--- config.mk ---
export PLATFORM = sky130hd
export DESIGN_NAME = univ_reg_cell
export DESIGN_NICKNAME = d
export VERILOG_FILES = /design/src/rtl/univ_reg_cell_pkg.sv /design/src/rtl/univ_reg_slice.sv /design/src/rtl/univ_reg_cell.sv
export SDC_FILE = /design/constraint.sdc
export NUM_CORES = 1
export LEC_CHECK = 0
export ABC_CLOCK_PERIOD_IN_PS = 3200
export BUFFER_PORTS_ARGS = -buffer_cell sky130_fd_sc_hd__buf_4
export CORE_ASPECT_RATIO = 1.75
export CORE_MARGIN = 2
export CORE_UTILIZATION = 34
export CTS_BUF_LIST = sky130_fd_sc_hd__clkbuf_8 sky130_fd_sc_hd__clkbuf_16
export CTS_CLUSTER_SIZE = 30
export DETAILED_ROUTE_END_ITERATION = 6
export GPL_TIMING_DRIVEN = 0
export PLACE_DENSITY_LB_ADDON = 0.12
export SLEW_MARGIN = 5
export SYNTH_ARGS = -nofsm -noshare
export SYNTH_HDL_FRONTEND = slang
export SYNTH_SLANG_ARGS = --single-unit
--- constraint.sdc ---
create_clock -name clk -period 3.2 [get_ports clk]
set_clock_uncertainty 0.15 [all_clocks]
set_input_delay 0.64 -clock clk [delete_from_list [all_inputs] [get_ports clk]]
set_output_delay 0.64 -clock clk [all_outputs]
set_load 0.01 [all_outputs]
--- src/rtl/univ_reg_cell_pkg.sv ---
// Shared definitions for the universal register cell: mode encodings used by
// the RTL and its bench.
package univ_reg_cell_pkg;

  localparam logic [2:0] MODE_HOLD = 3'd0;
  localparam logic [2:0] MODE_LOAD = 3'd1;
  localparam logic [2:0] MODE_SHL  = 3'd2;
  localparam logic [2:0] MODE_SHR  = 3'd3;
  localparam logic [2:0] MODE_ROL  = 3'd4;
  localparam logic [2:0] MODE_ROR  = 3'd5;
  localparam logic [2:0] MODE_INC  = 3'd6;
  localparam logic [2:0] MODE_DEC  = 3'd7;

endpackage

--- src/rtl/univ_reg_slice.sv ---
// Per-bit next-state multiplexer: selects this bit's candidate value by mode.
module univ_reg_slice
  import univ_reg_cell_pkg::*;
(
  input  logic [2:0] mode,
  input  logic       cur,
  input  logic       ld,
  input  logic       shl,
  input  logic       shr,
  input  logic       rol,
  input  logic       ror,
  input  logic       inc,
  input  logic       dec,
  output logic       nxt
);

  always_comb begin
    nxt = cur;
    case (mode)
      MODE_HOLD: nxt = cur;
      MODE_LOAD: nxt = ld;
      MODE_SHL:  nxt = shl;
      MODE_SHR:  nxt = shr;
      MODE_ROL:  nxt = rol;
      MODE_ROR:  nxt = ror;
      MODE_INC:  nxt = inc;
      MODE_DEC:  nxt = dec;
      default:   nxt = cur;
    endcase
  end

endmodule

--- src/rtl/univ_reg_cell.sv ---
// Universal register cell: hold/load/shift/rotate/count with a registered
// terminal-count pulse on counter wrap.
module univ_reg_cell
  import univ_reg_cell_pkg::*;
#(
  parameter int          WIDTH       = 8,
  parameter logic [31:0] RESET_VALUE = '0
) (
  input  logic             clk,
  input  logic             r,
  input  logic             en,
  input  logic [2:0]       mode,
  input  logic [WIDTH-1:0] d,
  input  logic             sin_l,
  input  logic             sin_r,
  output logic [WIDTH-1:0] q,
  output logic [WIDTH-1:0] notq,
  output logic             sout_l,
  output logic             sout_r,
  output logic             tc
);

  logic [WIDTH-1:0] shl_v, shr_v, rol_v, ror_v;
  logic [WIDTH-1:0] inc_v, dec_v, q_nxt;
  logic             carry, borrow, wrap;

  assign shl_v = {q[WIDTH-2:0], sin_l};
  assign shr_v = {sin_r, q[WIDTH-1:1]};
  assign rol_v = {q[WIDTH-2:0], q[WIDTH-1]};
  assign ror_v = {q[0], q[WIDTH-1:1]};

  // Carry/borrow out of the MSB only feed tc; q keeps the low WIDTH bits.
  assign {carry, inc_v}  = {1'b0, q} + {{WIDTH{1'b0}}, 1'b1};
  assign {borrow, dec_v} = {1'b0, q} - {{WIDTH{1'b0}}, 1'b1};

  assign wrap = ((mode == MODE_INC) && carry) || ((mode == MODE_DEC) && borrow);

  for (genvar i = 0; i < WIDTH; i++) begin : g_bit
    univ_reg_slice u_slice (
      .mode (mode),
      .cur  (q[i]),
      .ld   (d[i]),
      .shl  (shl_v[i]),
      .shr  (shr_v[i]),
      .rol  (rol_v[i]),
      .ror  (ror_v[i]),
      .inc  (inc_v[i]),
      .dec  (dec_v[i]),
      .nxt  (q_nxt[i])
    );
  end

  always_ff @(posedge clk or posedge r) begin
    if (r) begin
      q  <= RESET_VALUE[WIDTH-1:0];
      tc <= 1'b0;
    end else if (en) begin
      q  <= q_nxt;
      tc <= wrap;
    end
  end

  assign notq   = ~q;
  assign sout_l = q[WIDTH-1];
  assign sout_r = q[0];

endmodule

==> results of run 1 <==
## cells in the mapped netlist (2+ instances only)
cell	n	area share [%]
nand3_1	3	1.4
o31a_1	2	1.6
nor4_1	2	1.2
o211ai_1	3	2.1
dfrtp_1	9	21
nor2b_1	3	1.8
a21oi_1	5	2.3
o22ai_1	4	2.3
nand2_1	11	3.9
clkbuf_1	2	0.70
mux2i_1	6	5.6
o21ai_0	7	3.3
o311ai_0	2	1.6
nor4_4	2	4.0
buf_4	9	6.3
xnor2_1	4	3.3
inv_1	11	3.9
a32oi_1	3	2.5
a31oi_1	4	2.3
o31ai_1	3	2.1
buf_2	6	2.8
a211oi_1	2	1.4
a22oi_1	2	1.4
nor2_1	5	1.8
ha_1	2	2.3
## cell type report
type	instances	area, sq um
fillers	316	1670
multi-input cells	93	674
repair buffers	31	233
flip-flops and latches	9	225
plain buffers	20	125
well taps	43	53.8
inverters	12	45.0
clock buffers	3	41.3
clock inverters	1	3.75
## cells by family (layout without fill, tap and decap cells)
kind of cell,after synthesis,count (layout),synth area share (%)
compound gates,43,43,28.2
simple gates,36,36,21.9
buf+inv,32,67,15.9
flops,9,9,21.1
mux,6,6,5.61
xor+xnor,5,5,4.09
fa+ha+maj,3,3,3.27
## metal layers
metal	vias to the layer above	wire, microns	part of all wire [%]
met1	548	1400	41
met4	0	107	3.1
met5	-	0	0
met3	9	164	4.8
met2	49	1740	51
li1	558	-	-
## power breakdown
part / leakage, nW / internal (W) / switching [W]
sequential: 0.103 / 0.000134 / 0.0000471
combinational: 0.501 / 0.000165 / 0.000162
clock: 0.0269 / 0.0000845 / 0.0000552
## critical path, cell delays in order (launching register included)
cell	delay [ns]
dfrtp_1	0.64
inv_1	0.18
buf_4	0.17
buf_4	0.13
## registers in the layout, summed over array words and instances (netlist names)
signal and count:
tc 1, q 8
## through the flow
| stage | power, W | utilization (%) | hold slack (ns) | area (sq um) |
|---|---|---|---|---|
| 5_1_grt | 0.000690 | 45.6 | 0.263 | 1400 |
| 6_report | 0.000647 | 45.6 | 0.224 | 1400 |
| 2_1_floorplan | 0.000380 | - | 0.318 | 1070 |
| 3_5_place_dp | 0.000509 | 44.1 | 0.373 | 1360 |
| 3_3_place_gp | 0.000505 | 44.1 | 0.369 | 1360 |
| 4_1_cts | 0.000649 | 45.6 | 0.248 | 1400 |
## final timing paths
kind / startpoint / to / slack, ns
hold reg to reg: tc / tc / 0.37
setup / recovery: q[0] / notq[0] / 1.05
min in group clk: tc / tc / 0.37
setup reg to reg: q[0] / q[2] / 1.19
max in group asynchronous: r / tc / 2.41
hold / removal: r / q[6] / 0.22
==> flow_summary.toml, run 1 <==
[worst_setup_path]
r2r_cells = 6
crit_type = "flop to output pin"
cp_data_required_time_ns = 2.41
path_max_fanout = 10
arrival_ns = 1.36
startpoint_type = "flop"
cp-end-kind = "output pin"

[cells_and_area]
area_growth_pct = 31.0
nNetsFinal = 188
final_cell_mix = "40 x buf_4, 12 x inv_1, 11 x nand2_1"
final_common_cell = "buf_4"
fin_cells = 212
drive_above_1_share_pct = 34.3
antenna_cells = 0

[clocking]
clkTransAtPathRegs_ns = 0.05
cts-resized-gates = 0
cts_root_buffer = "clkbuf_8"
cts_sinks = 9
cts_tree = "yes"
htree_levels = 1
post-cts-setup-buffer-count = 0
cts_buffers = 3
ctsHoldBuffers = 0
insertion_delay_ns = 0.24
max-clock-path-buffers = 2

[grt]
track_usage_pct = 20.4
gr-usage-met3_pct = 2.99
grt_use_met1_pct = 25.8
grt_util_met2_pct = 31.9
grt_pass1_vias = 1110
grt.busiest_layer = "met2"
antenna_found_initial = 0
grt_pass1_wl_microns = 5460
grt_overflow = 0
grt_max_degree = 11

[yosys]
ys.flop_type = "dfrtp_1"
synth-seq-cells = 9
ys_seq_area_share_pct = 21.1
syn_inst = 134
synth_edf_count = 0
synth.distinct_cells = 47
synthesis.area_sq_mm = 0.00107
synth.net_count = 152
syn_area_per_cell_sq_um = 7.98
async_flop_share_pct = 100
yosysWarnings = 0

[floorplanning]
initial_utilization_pct = 34.8
die_area_sq_mm = 0.00363
row_count = 27
die_w_microns = 46.4
core_sq_mm = 0.00307
ioPinCount = 35
fp.dieH_microns = 78.2

[route]
drt_wl_total_microns = 3410
wl_per_cell_microns = 16.1
drt-initial-drc-count = 51
viasPerCell = 5.49
num_vias = 1164
drtPass1Iterations = 4
route.detailed.drc = 0
antenna_left = 0

[pwr]
p_per_area_mw_per_mm2 = 462
p_leak_nw = 0.631
irDropWorstVdd_mv = 0.208

[placement]
portBuffers = 31
dp_cells = 208
hpwl_microns = 2570
gp_congestion = 0.887
dp_slack_ns = 0.947

[timing]
setup_viol = 0
fin_tns_setup_ns = 0
slew_viol_final = 0
rsz0062_at_grt = "false"
worst_pin_slew_ns = 0.736
max_freq_ghz = 0.465
post-route-period-util_pct = 67.1
maxSlewHeadroom_pct = 50.5
hold_viol = 0
finalWorstPathRequiredPeriod_ns = 2.15
setup_ws_ns = 1.05

[status]
status = "finished, final reports clean"

[hold_path]
hp-class = "primary input to async pin"

[run]
cap_violations = 0
Power figures use the tool's default switching activity.
==> run 2: changes to the inputs <==
--- a/config.mk
+++ b/config.mk
@@ -5,7 +5,7 @@
 export SDC_FILE = /design/constraint.sdc
 export NUM_CORES = 1
 export LEC_CHECK = 0
-export ABC_CLOCK_PERIOD_IN_PS = 3200
+export ABC_CLOCK_PERIOD_IN_PS = 1900
 export BUFFER_PORTS_ARGS = -buffer_cell sky130_fd_sc_hd__buf_4
 export CORE_ASPECT_RATIO = 1.75
 export CORE_MARGIN = 2
==> constraint.sdc (replaced) <==
create_clock -name clk -period 1.9 [get_ports clk]
set_clock_uncertainty 0.15 [all_clocks]
set_input_delay 0.38 -clock clk [delete_from_list [all_inputs] [get_ports clk]]
set_output_delay 0.38 -clock clk [all_outputs]
set_load 0.01 [all_outputs]
==> run 2 against run 1 <==
Effect of this change:
- clock power is 68% higher
- largest power group unchanged
- utilization increased by 3.4 points
- power up 81%
- critical path type is now flop to flop
==> flow_summary.toml, run 2 (same netlist as run 1, synthesis figures left out) <==
[clocking]
cts_buffers = 3
max-clock-path-buffers = 2
clkTransAtPathRegs_ns = 0.05
cts_root_buffer = "clkbuf_8"
cts_tree = "yes"
htree_levels = 1
insertion_delay_ns = 0.24
cts_sinks = 9

[floorplanning]
core_sq_mm = 0.00307
die_area_sq_mm = 0.00363
row_count = 27
fp.dieH_microns = 78.2
initial_utilization_pct = 34.8
ioPinCount = 35
die_w_microns = 46.4

[pwr]
irDropWorstVdd_mv = 0.358
p_per_area_mw_per_mm2 = 777
p_leak_nw = 0.683

[timing]
fin_tns_setup_ns = 0
setup_ws_ns = 0.0254
hold_viol = 0
slew_viol_final = 0
maxSlewHeadroom_pct = 47.2
rsz0062_at_grt = "true"
setup_viol = 0
finalWorstPathRequiredPeriod_ns = 1.87
max_freq_ghz = 0.533
post-route-period-util_pct = 98.7
worst_pin_slew_ns = 0.785

[cells_and_area]
reg_top3 = "q: 8 flops, tc: 1 flops"
antenna_cells = 0
final_common_cell = "buf_4"
fin_util_pct = 49.0
final_cell_mix = "51 x buf_4, 12 x inv_1, 11 x nand2_1"
area_growth_pct = 40.8
largest_register_ffs = 8
drive_above_1_share_pct = 41.4
largest-register = "q"
fill_cells = 314
nNetsFinal = 200

[route]
wl_per_cell_microns = 15.9
route.detailed.drc = 0
drt-initial-drc-count = 72
antenna_left = 0
viasPerCell = 5.39
drtPass1Iterations = 4
num_vias = 1207
drt_wl_total_microns = 3570

[worst_setup_path]
cp-end-kind = "flop"
arrival_ns = 1.89
cp_data_required_time_ns = 1.91
path_max_fanout = 6
crit_type = "flop to flop"
startpoint_type = "flop"

[run]
cap_violations = 0

[grt]
grt_overflow = 0
grt_pass1_wl_microns = 5470
antenna_found_initial = 0
grt_pass1_vias = 1106
track_usage_pct = 20.5
grt_max_degree = 11

[placement]
hpwl_microns = 2570
portBuffers = 31
dp_slack_ns = -0.0933
gp_congestion = 0.887

[status]
status = "finished, final reports clean"

[hold_path]
hp-class = "primary input to flop"
-- run 2: cell types whose count changed in the layout (fill, tap and decap cells not counted), sizes merged --
cell and change:
buf +11, dlygate4sd3 +1
-- run 2: where the power goes --
group | internal [W] | total, W | switching (W) | leakage (nW)
logic | 0.000334 | 0.000644 | 0.000310 | 0.558
registers | 0.000230 | 0.000292 | 0.0000623 | 0.0987
clock network | 0.000142 | 0.000235 | 0.0000927 | 0.0269
total | 0.000706 | 0.00117 | 0.000465 | 0.683
-- run 2: path summary, 6_finish.rpt --
kind / end / startpoint / cells after the start / slack, ns
worst max-delay path: q[7] / q[5] / 5 / 0.03
worst min-delay path: q[6] / d[6] / 3 / 0.30
worst max register to register: q[7] / q[5] / 5 / 0.03
worst min register to register: tc / tc / 2 / 0.37
max in group asynchronous: q[1] / r / 3 / 0.79
min in group asynchronous: q[6] / r / 3 / 0.52
-- run 2: area by class of cell --
class	count	area, sq um	share of cell area (%)
clock inverters	1	3.75	0.249
repair buffers	43	325	21.6
clock buffers	3	41.3	2.74
multi-input cells	93	681	45.2
plain buffers	20	125	8.31
inverters	12	45.0	2.99
well taps	43	53.8	3.57
flip-flops and latches	9	231	15.4
-- run 2: worst max-delay path, cell delays in order, from the launching register on --
cell	delay, ns
dfrtp_2	0.44
or4_4	0.57
nor4_4	0.16
xnor2_1	0.15
nand4_1	0.13
a31oi_1	0.20
-- run 2: through the flow --
stage               hold WS (ns)  total power [W]  std cells  cell area [sq um]
floorplan                 0.0579         0.000639        134               1070
detailed placement         0.241         0.000857        208               1360
CTS                        0.347          0.00110        213               1410
finish                     0.303          0.00117        224               1510
global route               0.372          0.00124        224               1510
global placement           0.237         0.000851        208               1360
-- run 2: repair_timing --
item                       4_1_cts  5_1_grt
hold buffers                     1        0
buffers inserted                 0       11
setup endpoints to repair        5        4
cloned                           0        0
pin swaps                        1        5
resized for setup                2        5
hold endpoints to repair         9        0
-- run 2: layer usage --
layer / vias up / wire length [microns] / global-route usage, %
li1: 584 / - / -
met1: 557 / 1470 / 26.0
met2: 59 / 1810 / 32.1
met3: 7 / 209 / 2.99
met4: 0 / 86 / 10.3
met5: - / 0 / 0
==> run 3: changes to the inputs <==
--- a/config.mk
+++ b/config.mk
@@ -9,7 +9,7 @@
 export BUFFER_PORTS_ARGS = -buffer_cell sky130_fd_sc_hd__buf_4
 export CORE_ASPECT_RATIO = 1.75
 export CORE_MARGIN = 2
-export CORE_UTILIZATION = 34
+export CORE_UTILIZATION = 45
 export CTS_BUF_LIST = sky130_fd_sc_hd__clkbuf_8 sky130_fd_sc_hd__clkbuf_16
 export CTS_CLUSTER_SIZE = 30
 export DETAILED_ROUTE_END_ITERATION = 6
==> run 3 against run 2 <==
Effect of this change:
- sequential power is 3% higher
- clock power is 3% higher
- critical path depth is the same
- highest routed layer unchanged
- hold slack better by 0.033 ns
- global-route usage grew 5.7 points
- flip-flop and latch count unchanged
- via count is 1.1% higher
- setup slack gained 0.0079 ns
- final cell count down 9.8%
- utilization up 15 points
- non-clock buffer count down 4
- critical endpoint unchanged
- wire length decreased by 6.1%
==> flow_summary.toml, run 3 (same netlist as run 1, synthesis figures left out) <==
[cells_and_area]
drive_above_1_share_pct = 40.1
area_growth_pct = 35.8
largest-register = "q"
final_common_cell = "buf_4"
nNetsFinal = 196
final_cell_mix = "48 x buf_4, 12 x inv_1, 11 x nand2_1"
fin_util_pct = 63.9
largest_register_ffs = 8
antenna_cells = 0
reg_top3 = "q: 8 flops, tc: 1 flops"
fill_cells = 199
design_area_sq_mm = 0.00145

[worst_setup_path]
cpPeakStageDelay_ns = 0.58
crit_slowest_cell = "or4_4"
r2r-start = "q[4]"
crit_type = "flop to flop"
startpoint_type = "flop"
crit_buf_inv = 0
path_cells = "or4_4 -> nor4_4 -> xnor2_1 -> nand4_1 -> a31oi_1"
crit_family = "simple AND/OR/NAND/NOR gates"
cp_data_required_time_ns = 1.91
crit_start = "q[4]"
path_max_fanout = 5
cp-end-kind = "flop"
arrival_ns = 1.88

[grt]
track_usage_pct = 26.1
grt_overflow = 0
grt_pass1_vias = 1131
grt_pass1_wl_microns = 5110
grt_max_degree = 11
antenna_found_initial = 0

[timing]
max_freq_ghz = 0.536
maxSlewHeadroom_pct = 54.9
post-route-period-util_pct = 98.3
rsz0062_at_grt = "true"
finalWorstPathRequiredPeriod_ns = 1.87
worst_pin_slew_ns = 0.671
hold_viol = 0
setup_viol = 0
slew_viol_final = 0

[pwr]
power.total_w = 0.00115
p_leak_nw = 0.665
irDropWorstVdd_mv = 0.436
p_per_area_mw_per_mm2 = 791

[floorplanning]
initial_utilization_pct = 47.1
core_sq_mm = 0.00227
row_count = 23
ioPinCount = 35
die_area_sq_mm = 0.00280
die_w_microns = 40.9
fp.dieH_microns = 68.5

[route]
antenna_left = 0
viasPerCell = 6.04
drt_wl_total_microns = 3350
drt-initial-drc-count = 36
num_vias = 1220
wl_per_cell_microns = 16.6
route.detailed.drc = 0
drtPass1Iterations = 4

[placement]
portBuffers = 31
hpwl_microns = 2390
gp_congestion = 0.904
placement.cell_area_sq_mm = 0.00133

[clocking]
insertion_delay_ns = 0.25
htree_levels = 1
cts_root_buffer = "clkbuf_8"
cts_buffers = 3
cts_sinks = 9
clkTransAtPathRegs_ns = 0.06
cts_tree = "yes"
max-clock-path-buffers = 2

[run]
cap_violations = 0

[hold_path]
hp-class = "primary input to flop"
hp-start = "d[1]"

[status]
status = "finished, final reports clean"
-- run 3: layout make-up --
type | count | area (sq um) | share of cell area, %
multi-input cells | 93 | 684 | 47.1
plain buffers | 19 | 114 | 7.84
well taps | 25 | 31.3 | 2.15
inverters | 12 | 45.0 | 3.10
flip-flops and latches | 9 | 230 | 15.8
clock buffers | 3 | 41.3 | 2.84
clock inverters | 1 | 3.75 | 0.258
repair buffers | 40 | 303 | 20.8
-- run 3: repair_timing --
item / in CTS / in global routing
hold endpoints to repair: 5 / 0
resized for setup: 4 / 3
setup buffers: 2 / 6
pin swaps: 0 / 1
endpoints found under the setup margin: 3 / 4
hold buffers: 1 / 0
-- run 3: power breakdown --
part / leakage [nW] / internal [W] / total (W) / switching, W
registers: 0.0998 / 0.000229 / 0.000301 / 0.0000722
clock network: 0.0269 / 0.000143 / 0.000243 / 0.000100
logic: 0.538 / 0.000313 / 0.000605 / 0.000292
total: 0.665 / 0.000684 / 0.00115 / 0.000464
-- run 3: layer usage --
| metal | global-route usage [%] | wire [microns] | vias up |
|---|---|---|---|
| met1 | 29.8 | 1290 | 569 |
| met5 | 0 | 0 | - |
| met2 | 44.9 | 1770 | 64 |
| met3 | 2.88 | 206 | 12 |
| met4 | 12.9 | 88 | 0 |
| li1 | - | - | 575 |
-- run 3: final timing paths --
path,end,slack [ns],cells after the start
setup / recovery,q[7],0.03,5
hold reg to reg,tc,0.38,2
min in group asynchronous,q[7],0.53,3
max in group asynchronous,q[5],0.75,3
setup reg to reg,q[7],0.03,5
hold / removal,q[1],0.34,3
-- run 3: worst register-to-register path, cell delays in order, from the launching register on --
cell	delay (ns)
dfrtp_2	0.43
or4_4	0.58
nor4_4	0.16
xnor2_1	0.14
nand4_1	0.11
a31oi_1	0.22
-- run 3: stage by stage --
step                std cells  TNS (ns)  hold slack (ns)  setup WS [ns]
finish                    202         0            0.335         0.0332
global route              202   -0.0586            0.398        -0.0564
CTS                       197         0            0.343        0.00693
detailed placement        190    -0.120            0.251        -0.0952
global placement          190   -0.0642            0.249        -0.0516
floorplan                 134         0           0.0579          0.125
